--- config.mk ---
export PLATFORM = sky130hd
export DESIGN_NAME = rom_loader_flat
export DESIGN_NICKNAME = d
export VERILOG_FILES = /design/src/rtl/rom_loader_if.sv /design/src/rtl/rom_loader.sv /design/src/flat_wrapper.sv
export SDC_FILE = /design/constraint.sdc
export NUM_CORES = 1
export LEC_CHECK = 0
export ABC_AREA = 1
export CORE_MARGIN = 2
export CORE_UTILIZATION = 40
export CTS_BUF_LIST = sky130_fd_sc_hd__clkbuf_8 sky130_fd_sc_hd__clkbuf_16
export CTS_CLUSTER_DIAMETER = 50
export DETAILED_ROUTE_END_ITERATION = 6
export GPL_ROUTABILITY_DRIVEN = 0
export HOLD_SLACK_MARGIN = 0.12
export SLEW_MARGIN = 40
export SYNTH_ARGS = -nofsm -noshare
export SYNTH_HDL_FRONTEND = slang
export SYNTH_SLANG_ARGS = --single-unit
--- constraint.sdc ---
create_clock -name clk -period 2 [get_ports clk]
set_input_delay 0.3 -clock clk [delete_from_list [all_inputs] [get_ports clk]]
set_output_delay 0.3 -clock clk [all_outputs]
set_load 0.01 [all_outputs]
--- src/rtl/rom_loader_if.sv ---
// Byte-stream input, program-memory write port and loader status, bundled
// between a host (master) and the rom_loader block (slave).
interface rom_loader_if #(
   parameter int WIDTH      = 32,
   parameter int ADDR_WIDTH = 16
);
   logic                  start;
   logic [7:0]            rx_data;
   logic                  rx_valid;
   logic [ADDR_WIDTH-1:0] address_rom;
   logic [WIDTH-1:0]      data_in_rom;
   logic                  wren_rom;
   logic                  cores_hold;
   logic                  busy;
   logic                  load_done;
   logic                  load_error;

   modport master (
      output start, rx_data, rx_valid,
      input  address_rom, data_in_rom, wren_rom, cores_hold, busy, load_done, load_error
   );

   modport slave (
      input  start, rx_data, rx_valid,
      output address_rom, data_in_rom, wren_rom, cores_hold, busy, load_done, load_error
   );
endinterface

--- src/rtl/rom_loader.sv ---
// Receives a length-prefixed, MSB-first byte stream and writes it word by word
// into program memory, keeping the cores in reset until the load completes.
module rom_loader #(
   parameter int WIDTH      = 32,
   parameter int ADDR_WIDTH = 16,
   parameter int TIMEOUT    = 50000
) (
   input  logic        clk,
   input  logic        rst_n,
   rom_loader_if.slave bus
);
   localparam int BYTES = WIDTH / 8;
   localparam int BC_W  = (BYTES > 1) ? $clog2(BYTES) : 1;
   localparam int GAP_W = $clog2(TIMEOUT + 1);

   localparam logic [2:0] S_IDLE   = 3'd0;
   localparam logic [2:0] S_LEN_HI = 3'd1;
   localparam logic [2:0] S_LEN_LO = 3'd2;
   localparam logic [2:0] S_DATA   = 3'd3;
   localparam logic [2:0] S_DONE   = 3'd4;
   localparam logic [2:0] S_ERROR  = 3'd5;

   logic [2:0]            state;
   logic [15:0]           word_len;
   logic [15:0]           word_idx;
   logic [BC_W-1:0]       byte_cnt;
   logic [GAP_W-1:0]      gap_cnt;
   logic [WIDTH-1:0]      asm_word;
   logic                  last_wr;

   logic                  vld_p1;
   logic [ADDR_WIDTH-1:0] wr_addr_p1;
   logic [WIDTH-1:0]      wr_data_p1;

   logic [WIDTH-1:0]      asm_next;
   logic                  word_end;
   logic                  gap_expired;

   function automatic logic [WIDTH-1:0] shift_in(input logic [WIDTH-1:0] word,
                                                 input logic [7:0]       b);
      return WIDTH'({word, b});
   endfunction

   assign asm_next    = shift_in(asm_word, bus.rx_data);
   assign word_end    = (byte_cnt == BC_W'(BYTES - 1));
   // Fires on the silent cycle that brings the idle count up to TIMEOUT.
   assign gap_expired = (gap_cnt == GAP_W'(TIMEOUT - 1));

   // Stage p0: byte acceptance, word assembly and sequencing
   always_ff @(posedge clk or negedge rst_n) begin
      if (!rst_n) begin
         state      <= S_IDLE;
         word_len   <= '0;
         word_idx   <= '0;
         byte_cnt   <= '0;
         gap_cnt    <= '0;
         asm_word   <= '0;
         last_wr    <= 1'b0;
         vld_p1     <= 1'b0;
         wr_addr_p1 <= '0;
         wr_data_p1 <= '0;
      end else begin
         vld_p1 <= 1'b0;
         case (state)
            S_IDLE, S_DONE, S_ERROR: begin
               if (bus.start) begin
                  state    <= S_LEN_HI;
                  word_idx <= '0;
                  byte_cnt <= '0;
                  gap_cnt  <= '0;
                  asm_word <= '0;
                  last_wr  <= 1'b0;
               end
            end
            S_LEN_HI: begin
               if (bus.rx_valid) begin
                  word_len[15:8] <= bus.rx_data;
                  gap_cnt        <= '0;
                  state          <= S_LEN_LO;
               end else if (gap_expired) begin
                  state <= S_ERROR;
               end else begin
                  gap_cnt <= gap_cnt + GAP_W'(1);
               end
            end
            S_LEN_LO: begin
               if (bus.rx_valid) begin
                  word_len[7:0] <= bus.rx_data;
                  gap_cnt       <= '0;
                  state         <= ({word_len[15:8], bus.rx_data} == 16'd0) ? S_DONE : S_DATA;
               end else if (gap_expired) begin
                  state <= S_ERROR;
               end else begin
                  gap_cnt <= gap_cnt + GAP_W'(1);
               end
            end
            S_DATA: begin
               // The final write is on the bus this cycle; finish alongside it.
               if (last_wr) begin
                  state   <= S_DONE;
                  last_wr <= 1'b0;
               end else if (bus.rx_valid) begin
                  asm_word <= asm_next;
                  gap_cnt  <= '0;
                  if (word_end) begin
                     byte_cnt   <= '0;
                     vld_p1     <= 1'b1;
                     wr_addr_p1 <= ADDR_WIDTH'(word_idx);
                     wr_data_p1 <= asm_next;
                     word_idx   <= word_idx + 16'd1;
                     if (word_idx == word_len - 16'd1) last_wr <= 1'b1;
                  end else begin
                     byte_cnt <= byte_cnt + BC_W'(1);
                  end
               end else if (gap_expired) begin
                  state <= S_ERROR;
               end else begin
                  gap_cnt <= gap_cnt + GAP_W'(1);
               end
            end
            default: state <= S_IDLE;
         endcase
      end
   end

   // Stage p1: memory write port
   assign bus.wren_rom    = vld_p1;
   assign bus.address_rom = wr_addr_p1;
   assign bus.data_in_rom = wr_data_p1;

   assign bus.busy       = (state == S_LEN_HI) || (state == S_LEN_LO) || (state == S_DATA);
   assign bus.load_done  = (state == S_DONE);
   assign bus.load_error = (state == S_ERROR);
   assign bus.cores_hold = (state != S_DONE);
endmodule

--- src/flat_wrapper.sv ---
// flat-port wrapper written by rule: the top's interface ports become plain ports
module rom_loader_flat 
#(
   parameter int WIDTH      = 32,
   parameter int ADDR_WIDTH = 16,
   parameter int TIMEOUT    = 50000
)
  (clk, rst_n, bus_start, bus_rx_data, bus_rx_valid, bus_address_rom, bus_data_in_rom, bus_wren_rom, bus_cores_hold, bus_busy, bus_load_done, bus_load_error);
  rom_loader_if #(.WIDTH(WIDTH), .ADDR_WIDTH(ADDR_WIDTH)) bus_i ();
  input  logic clk;
  input  logic rst_n;
  input wire logic [$bits(bus_i.start)-1:0] bus_start;
  input wire logic [$bits(bus_i.rx_data)-1:0] bus_rx_data;
  input wire logic [$bits(bus_i.rx_valid)-1:0] bus_rx_valid;
  output wire logic [$bits(bus_i.address_rom)-1:0] bus_address_rom;
  output wire logic [$bits(bus_i.data_in_rom)-1:0] bus_data_in_rom;
  output wire logic [$bits(bus_i.wren_rom)-1:0] bus_wren_rom;
  output wire logic [$bits(bus_i.cores_hold)-1:0] bus_cores_hold;
  output wire logic [$bits(bus_i.busy)-1:0] bus_busy;
  output wire logic [$bits(bus_i.load_done)-1:0] bus_load_done;
  output wire logic [$bits(bus_i.load_error)-1:0] bus_load_error;
  assign bus_i.start = bus_start;
  assign bus_i.rx_data = bus_rx_data;
  assign bus_i.rx_valid = bus_rx_valid;
  assign bus_address_rom = bus_i.address_rom;
  assign bus_data_in_rom = bus_i.data_in_rom;
  assign bus_wren_rom = bus_i.wren_rom;
  assign bus_cores_hold = bus_i.cores_hold;
  assign bus_busy = bus_i.busy;
  assign bus_load_done = bus_i.load_done;
  assign bus_load_error = bus_i.load_error;
  rom_loader #(.WIDTH(WIDTH), .ADDR_WIDTH(ADDR_WIDTH), .TIMEOUT(TIMEOUT)) u_core (.clk(clk), .rst_n(rst_n), .bus(bus_i));
endmodule
Word-level counts from Yosys, hierarchy flattened
Cells that the tools add are included.
- output and inout port bits: 53
- latch bits: 0
- bits in writable memories: 0
- memories: 0
- logic and storage cells: 82
- bits of input ports: 12
- register bits: 127
- memory bits (read-only): 0
- div/mod/pow operators: 0
- multipliers: 0
- multiplexer cells: 36
- reductions and logical operators: 16
- $lt $le $gt $ge: 0
- shift operators: 0
- add/subtract/negate cells: 4
- equality and inequality tests: 14
- bitwise logic cells: 1
- operator list (cell ; count):
    $mux 16 ; 7
    $mux 24 ; 3
    $pmux 16 s3 ; 1
    $pmux 24 s2 ; 1
    $add 16x1->16 const B ; 2
    $pmux 16 s2 ; 1
    $mux 3 ; 7
    $eq 16x16->1 ; 1
    $eq 16x16->1 const B ; 1
    $logic_not 16->1 ; 1
    $sub 16x1->16 const B ; 1
    $pmux 3 s4 ; 1
    $mux 1 ; 9
    $mux 2 ; 4
    $reduce_and 2->1 ; 4
    $reduce_and 4->1 ; 2
    $eq 3x2->1 const B ; 2
    $eq 3x3->1 const B ; 2
    $ne 2x2->1 const B ; 3
    $reduce_and 5->1 ; 1
    $pmux 2 s2 ; 1
    $eq 3x1->1 const B ; 1
    $logic_not 3->1 ; 1
    $ne 3x2->1 const B ; 1
    other kinds (12) ; 13

Depth between registers and ports, before layout
Gate-level depths: netlist of run 1.
- depth after elaboration: 7
- mapped depth: 13
- depth with buffers taken out: 13

Worst setup path after synthesis of run 1
No wires, ideal clock.
- kind: reg-to-reg
- start point: register u_core.word_len[0]
- end point: register u_core.last_wr
- stages on the path, launching flop included: 11
- path slack: 0.385 ns
- clock period less this slack: 1.615 ns
- library setup time: 0.065 ns
- arrival time: 1.550 ns
- buffers on the path: 0
- required time: 1.935 ns
- cells stage by stage: dfrtp_1 -> inv_1 -> ha_1 -> nand2_1 -> nor2_1 -> nand3_1 -> nand2_1 -> nand2_1 -> nor3_1 -> nand3_1 -> nand2_1
- word-level cells in the longest chain between the ends: 7
- RTL lines (item ; RTL line ; source):
    start, declared ; rom_loader.sv:24 ; logic [15:0] word_len;
    start signal, assigned ; rom_loader.sv:88 ; word_len[7:0] <= bus.rx_data;
    $sub 16x1->16 ; rom_loader.sv:111 ; if (word_idx == word_len - 16'd1) last_wr <= 1'b1;
    $eq 16x16->1 ; rom_loader.sv:111 ;
    $mux 1 ; rom_loader.sv:111 ;
    $mux 1 ; rom_loader.sv:105 ; if (word_end) begin
    $mux 1 ; rom_loader.sv:102 ; end else if (bus.rx_valid) begin
    $mux 1 ; rom_loader.sv:99 ; if (last_wr) begin
    $pmux 1 s2 ; rom_loader.sv:64 ; case (state)
    end signal, assigned ; rom_loader.sv:72 ; last_wr <= 1'b0;
    end signal, assigned ; rom_loader.sv:101 ; last_wr <= 1'b0;
    end signal, assigned ; rom_loader.sv:111 ;
    end, declared ; rom_loader.sv:29 ; logic last_wr;
No other way between the ends.
A chain may end at the register's enable or synchronous reset.

Worst setup path in the final report of run 1
- start point: register u_core.state[0]
- end point: output bus_cores_hold
- word-level cells in the longest chain between the ends: 1
- RTL lines (item ; RTL line ; source):
    start, declared ; rom_loader.sv:23 ; logic [2:0] state;
    start signal, assigned ; rom_loader.sv:90 ; state <= ({word_len[15:8], bus.rx_data} == 16'd0) ? S_DONE : S_DATA;
    $ne 3x3->1 ; rom_loader.sv:134 ; assign bus.cores_hold = (state != S_DONE);
    end, declared ; flat_wrapper.sv:18 ; output wire logic [$bits(bus_i.cores_hold)-1:0] bus_cores_hold;
No other way between the ends.

==> results.ini, run 1 <==
[logic_synthesis]
ys_async_sr_fraction_pct = 100
syn_area_mm2 = 0.00635
postSynthAreaPerCell_um2 = 7.90
synth_fp_nets = 820
postSynthRegisterBits = 127
synth_seq_area_share_pct = 50.0
synthCells = 804
yosys.cell_types.count = 36
yosysWarningCount = 0
post_synth_edffs = 0
top_reg_cell_synth = dfrtp_1

[floorplan]
floorplan.die.height_um = 130
initial_utilization_pct = 40.4
row_count = 46
fp.coreArea_mm2 = 0.0157
count_of_pins_on_the_block_boundary = 65
floorplan.die_area_mm2 = 0.0169
fp.dieW_um = 130

[power_and_ir_drop]
clockPowerShare_pct = 30.9
power.sequential.fraction_pct = 36.7
power.share.switching_pct = 37.0
cellPowerDensity_mw_per_mm2 = 1160
p_total_uw = 9300
power.share.combinational_pct = 32.4
p_int_uw = 5860
switchingPower_uw = 3440
maximum_vdd_ir_drop_uv = 664
leakage_uw = 0.00356

[worst_setup_path]
slowest_delay_ns = 0.49
cp_cell_sequence = nor2_4 -> nand2_2 -> clkdlybuf4s50_1
worst-path-stages = 3
number_of_cells_on_the_worst_reg_to_reg_path = 10
critPathSlowestCell = clkdlybuf4s50_1
critPathLaunchType = register
path_class = reg2out
cp.arrival_ns = 1.63
worstSetupEndpointType = primary output
worstPathRequired_ns = 1.70
r2r-start = u_core.state[2]$_DFFE_PN0P_
critical_path.n_buffers_inverters = 1
r2r_setup_slack_ns = 0.22
worst_path_max_fanout = 5
path_delay_family = buffers and inverters
timing.rr.end = u_core.asm_word[7]$_DFFE_PN0P_

[sta]
timing.clock.skew_ns = 0.0155
rsz0062_at_grt = no
final_hold_viol_count = 0
slew_at_the_pin_closest_to_its_max_slew_limit_ns = 0.564
layout_min_cycle_time_ns = 1.93
slew_violations = 0
timing.slew.headroom_pct = 62.1
fin_hold_ws_ns = 0.394
final_setup_violation_count = 0
tns_ns = 0
fmaxAchievable_mhz = 519
post-route-period-util_pct = 96.4

[place]
post_dp_hpwl_mm = 11.8
port_buffers = 64
detailed_place.area_mm2 = 0.00739

[cells_and_area]
final_cell_area_mm2 = 0.00798
diode_insertion_count_for_antenna_repair = 0
final_net_count = 907
layout.core_utilization_pct = 50.8
drive_above_1_share_pct = 9.96
layout-area-overhead-vs-synth_pct = 25.7
layout.filler_cells = 1498

[cts]
htree_num_levels = 4
cts_inserted_buffers = 17
tritoncts_clock_tree = yes
clock_insertion_delay_worst_skew_ns = 0.41
cts-root-buf = clkbuf_16
max-clock-path-buffers = 2
clk_pin_slew_ns = 0.06
clock-sinks = 127

[global_route]
grt_max_degree = 73
first_global_vias = 5320
grt_antenna_before_repair = 0
grt.overflow.total = 0
grt_pass1_wl_mm = 27.1
grtUsageTotal_pct = 20.8

[drt]
detail_route.vias_per_cell = 5.01
drc = 0
first_pass_detailed_route_iteration_total = 5
vias = 5608
drt_iter0_markers = 382
drt_wl_total_mm = 16.3
post_drt_wl_per_cell_um = 14.6
drt.antenna.violating_nets = 0

[min_path]
min_path_type = in2async

[job]
drv.max_cap_violation_count = 0

[run_status]
run_status = completed

## area by class of cell
class / count / area (um^2) / share of cell area (%)
multi-input combinational: 545 / 2650 / 33.2
clock inverter: 13 / 103 / 1.29
inverter: 104 / 390 / 4.89
sequential: 127 / 3180 / 39.8
tap: 216 / 270 / 3.39
clock buffer: 19 / 453 / 5.67
timing repair buffer: 96 / 935 / 11.7
## cell families (layout without fill, tap and decap cells)
| logic type | after synthesis | in the layout | share of synthesized area [%] |
|---|---|---|---|
| AND/OR/NAND/NOR | 376 | 376 | 26.2 |
| AO/OA/AOI/OAI | 148 | 148 | 12.3 |
| buffers and inverters | 132 | 232 | 8.35 |
| flip-flops | 127 | 127 | 50.0 |
| XOR/XNOR | 17 | 17 | 2.34 |
| adder cells (fa/ha/maj) | 4 | 4 | 0.788 |
## synthesized netlist by cell type (10+ instances only)
library cell / number / share of area, %
nand2_1: 186 / 11
dfrtp_1: 127 / 50
inv_1: 100 / 5.9
o21ai_0: 81 / 6.4
nand3_1: 70 / 5.5
nor2_1: 62 / 3.7
o21ai_1: 41 / 3.2
nand4_1: 21 / 2.1
nor3_1: 17 / 1.3
a21oi_1: 16 / 1.3
buf_2: 13 / 1.0
clkbuf_1: 10 / 0.59
## state kept, by name, summed over array words and instances, names as in the netlist, 2 cells and up
register,flops
u_core.bus.data_in_rom,32
u_core.asm_word,24
u_core.bus.address_rom,16
u_core.gap_cnt,16
u_core.word_idx,16
u_core.word_len,16
u_core.state,3
u_core.byte_cnt,2
## power by group through the flow
stage / Sequential [uW] / Clock [uW] / Combinational (uW)
6_report: 3410 / 2870 / 3020
5_1_grt: 3460 / 3070 / 3440
4_1_cts: 3410 / 2930 / 3000
3_5_place_dp: 3440 / 0 / 2960
3_3_place_gp: 3440 / 0 / 2930
2_1_floorplan: 3350 / 0 / 1970
## stage by stage
step                instances  worst slack, ns
finish                   1120           0.0715
global placement         1085            0.107
global route             1120          0.00783
detailed placement       1085           0.0162
floorplan                 804            0.385
CTS                      1118          0.00977
## worst register-to-register path: stages, from the launching register on
cell and delay, ns:
dfrtp_1 0.45, inv_2 0.16, nand3_4 0.12, nor2_4 0.12, nand2_2 0.08, nand2_2 0.07, nand2_2 0.10, inv_2 0.11
buf_4 0.28, nand3_1 0.12, o21ai_1 0.11
## repair_timing
item / CTS / global route
buffers inserted: 0 / 2
resized for setup: 6 / 2
hold buffers: 1 / 0
setup endpoints to repair: 4 / 3
pin swaps: 1 / 0
endpoints found under the hold margin: 28 / 0
## routing by layer
metal / track usage [%] / part of all wire (%)
met1: 30.2 / 49
met2: 31.3 / 45
met3: 3.90 / 4.5
met4: 7.40 / 1.4
met5: 0 / 0
## cell usage in the layout (no fill, tap or decap), types with 2 or more instances in the layout
cell type and count:
clkbuf_8 2, nor2_4 3, nand3b_1 3, o21ai_0 81, nor3_1 17, nor2_1 62
nand4_1 21, buf_4 27, inv_1 101, dfrtp_2 2, nand4_2 2, clkbuf_16 17
a21oi_1 16, clkdlybuf4s50_1 60, nand3_1 70, dfrtp_1 125, inv_2 4, dlygate4sd2_1 2
nand2_2 8, ha_1 4, clkinvlp_4 2, buf_12 4, o21ai_2 2, clkinv_4 3
o21ai_1 41, o21a_1 2, xnor2_1 8, nand2_1 185, xor2_1 9, inv_6 6
## worst max-delay path by stage
stage                                   start                                     to
5_1_grt           u_core.state[0]$_DFFE_PN0P_                         bus_cores_hold
4_1_cts           u_core.state[1]$_DFFE_PN0P_                               bus_busy
6_report          u_core.state[0]$_DFFE_PN0P_                         bus_cores_hold
3_3_place_gp                     bus_rx_valid          u_core.gap_cnt[8]$_DFFE_PN0P_
2_1_floorplan  u_core.word_len[0]$_DFFE_PN0P_             u_core.last_wr$_DFFE_PN0P_
3_5_place_dp                     bus_rx_valid  u_core.bus.address_rom[3]$_DFFE_PN0P_
Power figures use the tool's default switching activity.
==> run 2, diff against run 1 <==
- CORE_UTILIZATION: 40 -> 47
- PLACE_DENSITY: unset -> 0.64
==> results.ini, run 2 (synthesis results as in run 1) <==
[global_route]
grt_max_degree = 54  ; was 73
first_global_vias = 5418  ; was 5320
grt_pass1_wl_mm = 26.9  ; was 27.1 mm
grt.overflow.total = 0  ; unchanged
grtUsageTotal_pct = 23.7  ; was 20.8%
grt_antenna_before_repair = 0  ; unchanged

[sta]
final_hold_viol_count = 0  ; unchanged
timing.final.ws_setup_ns = 0.0973  ; was 0.0715 ns
rsz0062_at_grt = no  ; unchanged
slew_at_the_pin_closest_to_its_max_slew_limit_ns = 0.514  ; was 0.564 ns
post-route-period-util_pct = 95.1  ; was 96.4%
timing.slew.headroom_pct = 65.7  ; was 62.1%
layout_min_cycle_time_ns = 1.90  ; was 1.93 ns
slew_violations = 0  ; unchanged
timing.clock.skew_ns = 0.00832  ; was 0.0155 ns
fmaxAchievable_mhz = 526  ; was 519 MHz
tns_ns = 0  ; unchanged
final_setup_violation_count = 0  ; unchanged

[drt]
first_pass_detailed_route_iteration_total = 5  ; unchanged
drc = 0  ; unchanged
drt.antenna.violating_nets = 0  ; unchanged
post_drt_wl_per_cell_um = 14.8  ; was 14.6 um
detail_route.vias_per_cell = 5.21  ; was 5.01
vias = 5590  ; was 5608
drt_iter0_markers = 457  ; was 382
drt_wl_total_mm = 15.9  ; was 16.3 mm

[cells_and_area]
drive_above_1_share_pct = 9.25  ; was 9.96%
area_of_the_multi_input_gates_mm2 = 0.00265  ; about the same
diode_insertion_count_for_antenna_repair = 0  ; unchanged
layout-area-overhead-vs-synth_pct = 25.3  ; was 25.7%
final_net_count = 901  ; was 907
layout.cells.most_common = nand2_1  ; unchanged
layout.filler_cells = 1217  ; was 1498
max_ffs_per_register = 32  ; unchanged
layout.area.seq_mm2 = 0.00318  ; about the same
final_cell_mix = nand2_1, dfrtp_1, inv_1  ; unchanged

[cts]
clock_insertion_delay_worst_skew_ns = 0.42  ; was 0.41 ns
max-clock-path-buffers = 2  ; unchanged
tritoncts_clock_tree = yes  ; unchanged
htree_num_levels = 4  ; unchanged
clock-sinks = 127  ; unchanged
cts-root-buf = clkbuf_16  ; unchanged
cts_inserted_buffers = 17  ; unchanged
clk_pin_slew_ns = 0.06  ; about the same

[floorplan]
fp.coreArea_mm2 = 0.0132  ; was 0.0157 mm^2
row_count = 42  ; was 46
count_of_pins_on_the_block_boundary = 65  ; unchanged
floorplan.die.height_um = 120  ; was 130 um
floorplan.die_area_mm2 = 0.0145  ; was 0.0169 mm^2
fp.dieW_um = 120  ; was 130 um
initial_utilization_pct = 48.0  ; was 40.4%

[worst_setup_path]
critPathSlowestCell = clkdlybuf4s50_1  ; unchanged
worstSetupEndpointType = primary output  ; unchanged
critPathLaunchType = register  ; unchanged
r2r-start = u_core.gap_cnt[0]$_DFFE_PN0P_  ; was u_core.state[2]$_DFFE_PN0P_
slowest_delay_ns = 0.48  ; was 0.49 ns
r2r_setup_slack_ns = 0.22  ; about the same
timing.rr.end = u_core.gap_cnt[8]$_DFFE_PN0P_  ; was u_core.asm_word[7]$_DFFE_PN0P_
cp_cell_sequence = nor2_4 -> nand2_1 -> clkdlybuf4s50_1  ; was nor2_4 -> nand2_2 -> clkdlybuf4s50_1
path_class = reg2out  ; unchanged
worstPathRequired_ns = 1.70  ; about the same
number_of_cells_on_the_worst_reg_to_reg_path = 9  ; was 10
worst_path_max_fanout = 4  ; was 5
cp.arrival_ns = 1.60  ; was 1.63 ns

[run_status]
run_status = completed  ; unchanged

[place]
post_dp_hpwl_mm = 11.3  ; was 11.8 mm
worst_setup_timing_slack_at_the_placement_stage_ns = 0.0997  ; was 0.0162 ns
port_buffers = 64  ; unchanged

[job]
drv.max_cap_violation_count = 0  ; unchanged

[power_and_ir_drop]
leakage_uw = 0.00357  ; was 0.00356 uW
cellPowerDensity_mw_per_mm2 = 1200  ; was 1160 mW/mm^2
maximum_vdd_ir_drop_uv = 679  ; was 664 uV

[min_path]
min_path_type = in2async  ; unchanged

[run 2: changes by cell type in the layout (fill, tap and decap cells not counted), moves of 2 or more]
cell / change
buf_4: -7
inv_6: -4
bufinv_16: +3
buf_12: +2
[run 2: critical path: cells and delay by family, from the launching register on]
family	cells	cell delay, ns
AND/OR/NAND/NOR	2	0.25
buffers and inverters	1	0.48
flip-flops	1	0.45
[run 2: how the worst max path moves through the flow]
| stage | startpoint | to | slack (ns) | cells past startpoint |
|---|---|---|---|---|
| 5_1_grt | u_core.word_len[0]$_DFFE_PN0P_ | u_core.last_wr$_DFFE_PN0P_ | 0.03 | 13 |
| 4_1_cts | u_core.state[2]$_DFFE_PN0P_ | bus_busy | 0.008 | 2 |
| 3_5_place_dp | bus_rx_valid | u_core.state[1]$_DFFE_PN0P_ | 0.1 | 9 |
| 6_report | u_core.state[1]$_DFFE_PN0P_ | bus_cores_hold | 0.1 | 3 |
| 3_3_place_gp | bus_rx_valid | u_core.state[1]$_DFFE_PN0P_ | 0.14 | 9 |
| 2_1_floorplan | u_core.word_len[0]$_DFFE_PN0P_ | u_core.last_wr$_DFFE_PN0P_ | 0.38 | 10 |
[run 2: repair_timing]
item,CTS,global route
buffers inserted,3,0
endpoints found under the hold margin,28,0
pin swaps,0,1
endpoints found under the setup margin,4,2
gates resized for setup,4,3
hold buffers,1,0
[run 2: power by group]
group	switching, uW	internal, uW	total, uW
Sequential	412	2990	3400
Clock	1160	1990	3150
Combinational	1820	1170	2990
Total	3390	6150	9540
[run 2: metrics by stage]
step                      power, uW  instance area [um^2]  hold slack [ns]  utilization, %  instances
after floorplan                5310                  6350          0.00441               -        804
after global placement         6270                  7310            0.281            55.2       1038
after detailed placement       6340                  7310            0.281            55.2       1038
after CTS                      9580                  7960            0.390            60.1       1073
after global routing          10200                  7960            0.421            60.1       1073
final                          9540                  7960            0.380            60.1       1073
[run 2: per-layer routing]
| metal | up-vias | GRT usage (%) | wire, um |
|---|---|---|---|
| li1 | 2779 | - | - |
| met1 | 2648 | 31.6 | 7180 |
| met2 | 145 | 38.7 | 7750 |
| met3 | 18 | 5.19 | 778 |
| met4 | 0 | 8.07 | 216 |
| met5 | - | 0 | 0 |
[run 2: final cells by class]
type | count | share of cell area (%)
multi-input cells | 545 | 33.3
inverters | 104 | 4.90
clock buffers | 18 | 5.52
clock inverters | 13 | 2.07
flip-flops and latches | 127 | 40.0
well taps | 176 | 2.77
repair buffers | 90 | 11.5
==> run 3, diff against run 2 <==
- CORE_ASPECT_RATIO: unset -> 1.5
==> results.ini, run 3 (synthesis results as in run 1) <==
[run_status]
run_status = completed  ; unchanged

[floorplan]
row_count = 52  ; was 42
fp.coreArea_mm2 = 0.0133  ; was 0.0132 mm^2
count_of_pins_on_the_block_boundary = 65  ; unchanged
fp.dieW_um = 98.9  ; was 120 um
floorplan.die_area_mm2 = 0.0145  ; about the same
initial_utilization_pct = 47.6  ; was 48.0%
floorplan.die.height_um = 146  ; was 120 um

[global_route]
grt_max_degree = 63  ; was 54
grt_pass1_wl_mm = 27.0  ; was 26.9 mm
first_global_vias = 5642  ; was 5418
grtUsageTotal_pct = 23.4  ; was 23.7%
grt.overflow.total = 0  ; unchanged
grt_antenna_before_repair = 0  ; unchanged

[cells_and_area]
diode_insertion_count_for_antenna_repair = 0  ; unchanged
final_net_count = 904  ; was 901
layout.cells.most_common = nand2_1  ; unchanged
drive_above_1_share_pct = 9.66  ; was 9.25%
final_cell_area_mm2 = 0.00795  ; was 0.00796 mm^2
layout.filler_cells = 1189  ; was 1217
layout.core_utilization_pct = 59.6  ; was 60.1%
layout-area-overhead-vs-synth_pct = 25.1  ; was 25.3%
final_cell_mix = nand2_1, dfrtp_1, inv_1  ; unchanged
max_ffs_per_register = 32  ; unchanged

[worst_setup_path]
critPathSlowestCell = clkdlybuf4s50_1  ; unchanged
timing.rr.end = u_core.last_wr$_DFFE_PN0P_  ; was u_core.gap_cnt[8]$_DFFE_PN0P_
number_of_cells_on_the_worst_reg_to_reg_path = 13  ; was 9
critPathLaunchType = register  ; unchanged
r2r-start = u_core.word_len[0]$_DFFE_PN0P_  ; was u_core.gap_cnt[0]$_DFFE_PN0P_
slowest_delay_ns = 0.57  ; was 0.48 ns
cp_cell_sequence = nor2_4 -> clkdlybuf4s50_1  ; was nor2_4 -> nand2_1 -> clkdlybuf4s50_1
path_class = reg2out  ; unchanged
cp.arrival_ns = 1.63  ; was 1.60 ns
worst_path_max_fanout = 8  ; was 4
worstSetupEndpointType = primary output  ; unchanged
r2r_setup_slack_ns = 0.12  ; was 0.22 ns
worstPathRequired_ns = 1.70  ; about the same

[sta]
fmaxAchievable_mhz = 517  ; was 526 MHz
slew_violations = 0  ; unchanged
slew_at_the_pin_closest_to_its_max_slew_limit_ns = 0.634  ; was 0.514 ns
rsz0062_at_grt = no  ; unchanged
final_setup_violation_count = 0  ; unchanged
fin_hold_ws_ns = 0.416  ; was 0.380 ns
timing.clock.skew_ns = 0.00756  ; was 0.00832 ns
post-route-period-util_pct = 96.7  ; was 95.1%
final_hold_viol_count = 0  ; unchanged
timing.slew.headroom_pct = 57.4  ; was 65.7%
tns_ns = 0  ; unchanged
layout_min_cycle_time_ns = 1.93  ; was 1.90 ns

[drt]
top_layer_reached_by_signal_wires = met4  ; unchanged
wl_met1_mm = 6.49  ; was 7.18 mm
post_drt_wl_per_cell_um = 15.3  ; was 14.8 um
met3RoutedLength_um = 602  ; was 778 um
drc = 0  ; unchanged
drt.antenna.violating_nets = 0  ; unchanged
drt_wl_total_mm = 16.3  ; was 15.9 mm
vias = 5656  ; was 5590
first_pass_detailed_route_iteration_total = 5  ; unchanged
drt_iter0_markers = 430  ; was 457
met2WireLength_mm = 8.67  ; was 7.75 mm
detail_route.vias_per_cell = 5.32  ; was 5.21

[job]
drv.max_cap_violation_count = 0  ; unchanged

[cts]
max-clock-path-buffers = 2  ; unchanged
cts-root-buf = clkbuf_16  ; unchanged
clock_insertion_delay_worst_skew_ns = 0.41  ; was 0.42 ns
clock-sinks = 127  ; unchanged
htree_num_levels = 4  ; unchanged
clk_pin_slew_ns = 0.06  ; about the same
tritoncts_clock_tree = yes  ; unchanged
cts_inserted_buffers = 17  ; unchanged

[power_and_ir_drop]
maximum_vdd_ir_drop_uv = 730  ; was 679 uV
leakage_uw = 0.00358  ; was 0.00357 uW
cellPowerDensity_mw_per_mm2 = 1190  ; was 1200 mW/mm^2

[min_path]
min_path_type = in2async  ; unchanged

[place]
post_dp_hpwl_mm = 12.0  ; was 11.3 mm
detailed_place.area_mm2 = 0.00732  ; was 0.00731 mm^2
port_buffers = 64  ; unchanged

[run 3: cell count changes in the layout (fill, tap and decap cells not counted), sizes merged]
cell	before	now
buf	26	29
dlygate4sd2	1	0
clkinvlp	3	4
bufinv	3	2
inv	107	109
clkdlybuf4s50	60	61
clkbuf	18	17
[run 3: worst max-delay path by stage]
stage                                       end                      startpoint  depth (start not counted)
floorplan            u_core.last_wr$_DFFE_PN0P_  u_core.word_len[0]$_DFFE_PN0P_                         10
CTS                               bus_load_done     u_core.state[1]$_DFFE_PN0P_                          4
detailed placement   u_core.last_wr$_DFFE_PN0P_  u_core.word_len[0]$_DFFE_PN0P_                         13
global placement    u_core.state[1]$_DFFE_PN0P_                  bus_rx_data[7]                          9
global route                           bus_busy     u_core.state[0]$_DFFE_PN0P_                          3
finish                                 bus_busy     u_core.state[2]$_DFFE_PN0P_                          2
[run 3: worst max-delay path: cells and delay by family (launching register included)]
kind                   cells  cell delay (ns)
buffers and inverters      1             0.57
DFF                        1             0.44
and+or+nand+nor            1             0.21
[run 3: metrics by stage]
| step | std cells | total power [uW] | worst slack [ns] |
|---|---|---|---|
| CTS | 1062 | 9490 | 0.0122 |
| detailed placement | 1027 | 6350 | 0.115 |
| global placement | 1027 | 6250 | 0.175 |
| floorplan | 804 | 5310 | 0.385 |
| finish | 1063 | 9460 | 0.0662 |
| global route | 1063 | 10000 | 0.00366 |
[run 3: area by class of cell]
cell class / count / area [um^2] / area share [%]
Clock buffer: 17 / 425 / 5.35
Multi-Input combinational cell: 545 / 2650 / 33.3
Sequential cell: 127 / 3180 / 40.0
Timing Repair Buffer: 93 / 938 / 11.8
Inverter: 104 / 390 / 4.91
Clock inverter: 15 / 160 / 2.01
Tap cell: 162 / 203 / 2.55
[run 3: metal layers]
layer / GRT usage, % / vias to the layer above
met5: 0 / -
met3: 4.74 / 37
met4: 10.1 / 0
li1: - / 2780
met2: 41.6 / 152
met1: 26.9 / 2687
[run 3: repair_timing]
| action | CTS | global route |
|---|---|---|
| hold buffers | 1 | 0 |
| gates resized for setup | 3 | 3 |
| buffers inserted | 2 | 1 |
| setup endpoints to repair | 4 | 4 |
| pin swaps | 0 | 1 |
| hold endpoints to repair | 35 | 0 |
[run 3: where the power goes]
group	leakage [uW]	switching (uW)	total, uW	internal, uW
Combinational	0.00157	1860	3030	1170
Clock	0.000278	1200	3040	1850
Sequential	0.00173	404	3390	2990
